### config.mk
export PLATFORM = sky130hd
export DESIGN_NAME = fetch_unit_flat
export DESIGN_NICKNAME = d
export VERILOG_FILES = /design/src/rtl/cpu_pkg.sv /design/src/rtl/fetch_unit_if.sv /design/src/rtl/fetch_unit_next_pc.sv /design/src/rtl/fetch_unit.sv /design/src/flat_wrapper.sv
export SDC_FILE = /design/constraint.sdc
export NUM_CORES = 1
export LEC_CHECK = 0
export ABC_CLOCK_PERIOD_IN_PS = 5200
export CAP_MARGIN = 20
export CORE_MARGIN = 5
export CORE_UTILIZATION = 40
export DETAILED_ROUTE_END_ITERATION = 10
export GPL_TIMING_DRIVEN = 0
export HOLD_SLACK_MARGIN = 0.03
export PLACE_DENSITY = 0.72
export SETUP_SLACK_MARGIN = 0.1
export SLEW_MARGIN = 20
export SYNTH_ARGS = -nofsm -noshare
export SYNTH_HDL_FRONTEND = slang
export SYNTH_SLANG_ARGS = --single-unit
### constraint.sdc
create_clock -name clk -period 5.2 [get_ports clk]
set_input_delay 0.52 -clock clk [delete_from_list [all_inputs] [get_ports clk]]
set_output_delay 0.52 -clock clk [all_outputs]
set_load 0.02 [all_outputs]
### src/rtl/cpu_pkg.sv
// rtl/cpu_pkg.sv - shared CPU encodings: next-PC selects, fetch FSM states, field positions
package cpu_pkg;

  typedef enum logic [1:0] {
    PRS_NEXT   = 2'b00,
    PRS_BRANCH = 2'b01,
    PRS_JR     = 2'b10,
    PRS_JUMP   = 2'b11
  } prsource_e;

  typedef enum logic [1:0] {
    ST_IDLE  = 2'b00,
    ST_FETCH = 2'b01,
    ST_EXEC  = 2'b10
  } fetch_state_e;

  localparam logic [31:0] DEFAULT_RESET_PC = 32'h0000_0000;

  localparam int OP_MSB   = 31;
  localparam int OP_LSB   = 26;
  localparam int FUNC_MSB = 5;
  localparam int FUNC_LSB = 0;

  // Word-aligned, sign-extended branch displacement.
  function automatic logic [31:0] branch_offset(input logic [15:0] imm);
    return {{14{imm[15]}}, imm, 2'b00};
  endfunction

endpackage

### src/rtl/fetch_unit_if.sv
// rtl/fetch_unit_if.sv - instruction memory req/ack bus
interface fetch_unit_if;
  logic        req;
  logic [31:0] addr;
  logic        ack;
  logic [31:0] rdata;

  modport master (output req, output addr, input ack, input rdata);
  modport slave  (input req, input addr, output ack, output rdata);
endinterface

### src/rtl/fetch_unit_next_pc.sv
// rtl/fetch_unit_next_pc.sv - combinational next-PC target select
module next_pc
  import cpu_pkg::*;
(
  input  logic [31:0] pc_plus4,
  input  logic [31:0] inst,
  input  logic [31:0] ra,
  input  logic [1:0]  prsource,
  output logic [31:0] target
);

  logic unused_bits;
  assign unused_bits = ^{inst[31:26], ra[1:0]};

  always_comb begin
    target = pc_plus4;
    case (prsource)
      PRS_NEXT:   target = pc_plus4;
      PRS_BRANCH: target = pc_plus4 + branch_offset(inst[15:0]);
      PRS_JR:     target = {ra[31:2], 2'b00};
      PRS_JUMP:   target = {pc_plus4[31:28], inst[25:0], 2'b00};
      default:    target = pc_plus4;
    endcase
  end

endmodule

### src/rtl/fetch_unit.sv
// rtl/fetch_unit.sv - PC register, instruction fetch FSM and commit strobe
module fetch_unit
  import cpu_pkg::*;
#(
  parameter logic [31:0] RESET_PC = DEFAULT_RESET_PC
)
(
  input  logic                clk,
  input  logic                rst_n,
  fetch_unit_if.master        imem,
  input  logic                stall,
  input  logic [1:0]          prsource,
  input  logic [31:0]         ra,
  output logic [31:0]         inst,
  output logic [5:0]          op,
  output logic [5:0]          func,
  output logic [31:0]         pc,
  output logic [31:0]         pc_plus4,
  output logic                inst_valid,
  output logic [31:0]         retired
);

  fetch_state_e state_q;
  logic [31:0]  pc_q;
  logic [31:0]  inst_q;
  logic [31:0]  retired_q;
  logic         req_q;
  logic [31:0]  target;

  assign pc_plus4 = pc_q + 32'd4;

  next_pc u_next_pc (
    .pc_plus4 (pc_plus4),
    .inst     (inst_q),
    .ra       (ra),
    .prsource (prsource),
    .target   (target)
  );

  always_ff @(posedge clk or negedge rst_n) begin
    if (!rst_n) begin
      state_q   <= ST_IDLE;
      pc_q      <= RESET_PC;
      inst_q    <= '0;
      retired_q <= '0;
      req_q     <= 1'b0;
    end else begin
      case (state_q)
        ST_IDLE: begin
          state_q <= ST_FETCH;
          req_q   <= 1'b1;
        end
        ST_FETCH: begin
          if (imem.ack) begin
            inst_q  <= imem.rdata;
            state_q <= ST_EXEC;
            req_q   <= 1'b0;
          end
        end
        ST_EXEC: begin
          // A stalled instruction keeps PC, counter and state untouched.
          if (!stall) begin
            pc_q      <= target;
            retired_q <= retired_q + 32'd1;
            state_q   <= ST_FETCH;
            req_q     <= 1'b1;
          end
        end
        default: begin
          state_q <= ST_IDLE;
          req_q   <= 1'b0;
        end
      endcase
    end
  end

  assign inst_valid = (state_q == ST_EXEC) && !stall;

  assign imem.req  = req_q;
  assign imem.addr = pc_q;

  assign inst    = inst_q;
  assign op      = inst_q[OP_MSB:OP_LSB];
  assign func    = inst_q[FUNC_MSB:FUNC_LSB];
  assign pc      = pc_q;
  assign retired = retired_q;

endmodule

### src/flat_wrapper.sv
// flat-port wrapper written by rule: the top's interface ports become plain ports
module fetch_unit_flat import cpu_pkg::*;
#(
  parameter logic [31:0] RESET_PC = DEFAULT_RESET_PC
)
  (clk, rst_n, stall, prsource, ra, inst, op, func, pc, pc_plus4, inst_valid, retired, imem_req, imem_addr, imem_ack, imem_rdata);
  fetch_unit_if imem_i ();
  input  logic clk;
  input  logic rst_n;
  input  logic stall;
  input  logic [1:0] prsource;
  input  logic [31:0] ra;
  output logic [31:0] inst;
  output logic [5:0] op;
  output logic [5:0] func;
  output logic [31:0] pc;
  output logic [31:0] pc_plus4;
  output logic inst_valid;
  output logic [31:0] retired;
  output wire logic [$bits(imem_i.req)-1:0] imem_req;
  output wire logic [$bits(imem_i.addr)-1:0] imem_addr;
  input wire logic [$bits(imem_i.ack)-1:0] imem_ack;
  input wire logic [$bits(imem_i.rdata)-1:0] imem_rdata;
  assign imem_req = imem_i.req;
  assign imem_addr = imem_i.addr;
  assign imem_i.ack = imem_ack;
  assign imem_i.rdata = imem_rdata;
  fetch_unit #(.RESET_PC(RESET_PC)) u_core (.clk(clk), .rst_n(rst_n), .imem(imem_i), .stall(stall), .prsource(prsource), .ra(ra), .inst(inst), .op(op), .func(func), .pc(pc), .pc_plus4(pc_plus4), .inst_valid(inst_valid), .retired(retired));
endmodule
==> out/metrics.csv <==
stage,metric,value,unit
placement,hpwl,18200,um
clock_network,cts_tree,yes,
timing,slew-limit-headroom,32.1,%
global_route,use_met1,29.5,%
setup_path,critPathLaunchType,flop,
global_route,use_met2,38.0,%
routing,vias,6560,
synthesis,synth_top_area_cell,dfrtp_1,
placement,portBuffers,235,
clock_network,numCtsBuffers,9,
clock_network,clock_sinks,97,
placement,dp_slack,0.591,ns
global_route,first_global_vias,6491,
timing,tightestPinTransition,1.02,ns
routing,ant_nets,0,
timing,setup_tns,0,ns
synthesis,synth_cells,738,
timing,post-route-period-util,90.8,%
timing,finClkSkew,0.00719,ns
clock_network,cts.repair.resized,0,
power_and_ir_drop,irDropWorstVdd,375,uV
global_route,grt-ovfl-total,0,
timing,setup_ws,0.478,ns
synthesis,ys_seq_area_share,34.1,%
clock_network,clockBufferDepth,2,
timing,max_freq,0.212,GHz
floorplanning,core_area,17400,sq um
setup_path,crit_chain,nand4_1 -> nor4_2 -> and2_1 -> nand3_1 -> xnor2_1 -> ha_1 -> a21oi_1 -> nand2_1 -> a211oi_1 -> a21bo_2 -> o21ai_1 -> xor2_1 -> mux4_2 -> mux2_2,
setup_path,endpoint_kind,flop,
global_route,top_usage_layer,met2,
synthesis,synth-edff-count,0,
global_route,grt_max_degree,54,
clock_network,clockRootBuffer,clkbuf_16,
floorplanning,die_w,143,um
finish,drive_above_1_share,13.9,%
floorplanning,initial_core_util,41.0,%
timing,finalSetupViolations,0,
floorplanning,row_count,48,
setup_path,regToRegSetupSlack,0.48,ns
synthesis,syn_avg_cell_area,9.63,sq um
setup_path,worst-path-max-fanout,8,
worst_hold_path,hp-class,in -> async,
run,max_cap_viol_count,0,
global_route,track_usage,22.8,%
clock_network,clk_latency,0.36,ns
clock_network,cts_max_level,3,
synthesis,synth_commonest_cells,"dfrtp_1 (97), nand2_1 (88), xnor2_1 (56)",
routing,via_per_inst,5.37,
synthesis,ys_seq_elements,97,
synthesis,ys_async_sr_fraction,100,%
clock_network,cts_setup_buffers,0,
placement,gp_congestion,0.949,
timing,hold_viol,0,
synthesis,ys_top_cells_by_area,"dfrtp_1 (34%), xnor2_1 (6.9%), ha_1 (6.7%)",
finish,post-route-util,58.2,%
placement,placed_cell_area,9790,sq um
routing,drc,0,
synthesis,yosys_warnings,0,
finish,final_cell_area,10100,sq um
timing,rsz0062_at_grt,false,
setup_path,worstSetupPathType,reg -> reg,
clock_network,cts_hold_buf,0,
finish,fillers,1547,
global_route,grt_first_pass_wirelength,36600,um
synthesis,synth_top_cell_area_share,34.1,%
routing,drt_first_pass_iters,5,
routing,drt-total-wl,23700,um
global_route,antenna_found_initial,1,
floorplanning,io_pins,244,
setup_path,critPathRequiredTime,5.45,ns
setup_path,crit_arrival,4.97,ns
synthesis,yosysUniqueCellTypes,64,
floorplanning,die_h,143,um
power_and_ir_drop,power_density,693,nW/um^2
routing,drt_iter0_markers,514,
synthesis,netlist_area,7110,sq um
outcome,status,"finished, final reports clean",
power_and_ir_drop,cellLeakagePower,4.31,nW
timing,fin_crit,4.72,ns
floorplanning,die_area,20500,sq um
synthesis,synthMostInstantiatedCell,dfrtp_1,
routing,wl_per_cell,19.4,um
timing,drv_slew,0,
setup_path,slowest_stage,nor4_2,
synthesis,synth-main-ff-cell,dfrtp_1,
timing,fin_hold_ws,0.0958,ns
finish,nets,1099,
setup_path,slowest_delay,0.80,ns
finish,synthToLayoutAreaGrowth,42.1,%
global_route,grtUsageMet3,5.59,%
clock_network,path_clk_slew,0.08,ns
==> sequential cells by signal, summed over array words and instances (netlist names) <==
signal and cells:
u_core.imem.addr 30, u_core.imem.req 1, u_core.inst 32, u_core.retired 32
u_core.state_q 2
==> power breakdown <==
group          leakage [nW]  total [mW]  switching [mW]  internal [mW]
Combinational          2.94        4.85            2.49           2.36
Sequential             1.22        1.44           0.425           1.02
Clock                 0.150       0.699           0.355          0.344
==> worst max-delay path: cells and delay by family (launching register included) <==
kind,cells,cell delay (ns)
simple gates,5,1.61
compound gates,4,0.85
mux,2,0.77
xor+xnor,2,0.55
flops,1,0.50
fa+ha+maj,1,0.35
==> per-layer routing <==
layer,wire [um],vias up
li1,-,3089
met1,9710,3158
met2,11500,275
met3,1950,38
met4,571,0
met5,0,-
==> per-stage QoR <==
step	instances	total power, mW
4_1_cts	1220	6.99
3_3_place_gp	1203	6.19
6_report	1221	7.00
2_1_floorplan	743	4.45
3_5_place_dp	1204	6.26
5_1_grt	1221	7.45
==> placed cells by master, fill, tap and decap left out, drive strengths merged, types with 31 or more instances in the layout <==
| cell | synthesis | routed |
|---|---|---|
| buf | 57 | 59 |
| ha | 38 | 38 |
| a21oi | 42 | 42 |
| nor2 | 43 | 43 |
| mux2 | 41 | 41 |
| xnor2 | 56 | 56 |
| clkdlybuf4s50 | 0 | 234 |
| nand3 | 31 | 31 |
| nand2 | 88 | 88 |
| dfrtp | 97 | 97 |
==> kinds of logic after synthesis <==
| group | count (synthesis) | synth area share [%] |
|---|---|---|
| compound gates | 122 | 11.1 |
| xor+xnor | 80 | 9.86 |
| fa+ha+maj | 39 | 6.97 |
| buf+inv | 90 | 7.67 |
| flops | 97 | 34.1 |
| mux | 73 | 14.2 |
| other cells | 1 | 0.0527 |
| simple gates | 236 | 16.0 |
==> area by class of cell <==
| type | count | area (sq um) | share of cell area [%] |
|---|---|---|---|
| timing repair buffer | 236 | 2380 | 23.6 |
| multi-input combinational | 556 | 4160 | 41.1 |
| clock buffer | 9 | 225 | 2.23 |
| tap | 225 | 282 | 2.79 |
| clock inverter | 7 | 81.3 | 0.805 |
| inverter | 16 | 60.1 | 0.595 |
| sequential | 97 | 2430 | 24.0 |
| buffer | 74 | 485 | 4.81 |
| antenna | 1 | 2.50 | 0.0248 |
==> worst paths after layout <==
kind	startpoint	to	depth (start not counted)
max in group asynchronous	rst_n	u_core.inst[5]$_DFFE_PN0P_	2
min	rst_n	u_core.imem.addr[24]$_DFFE_PN0P_	1
max	u_core.imem.addr[10]$_DFFE_PN0P_	u_core.imem.addr[27]$_DFFE_PN0P_	14
min in group clk	u_core.retired[31]$_DFFE_PN0P_	u_core.retired[31]$_DFFE_PN0P_	1
max reg2reg	u_core.imem.addr[10]$_DFFE_PN0P_	u_core.imem.addr[27]$_DFFE_PN0P_	14
min reg2reg	u_core.retired[31]$_DFFE_PN0P_	u_core.retired[31]$_DFFE_PN0P_	1
Note: power is estimated with default switching activity, not from simulation.
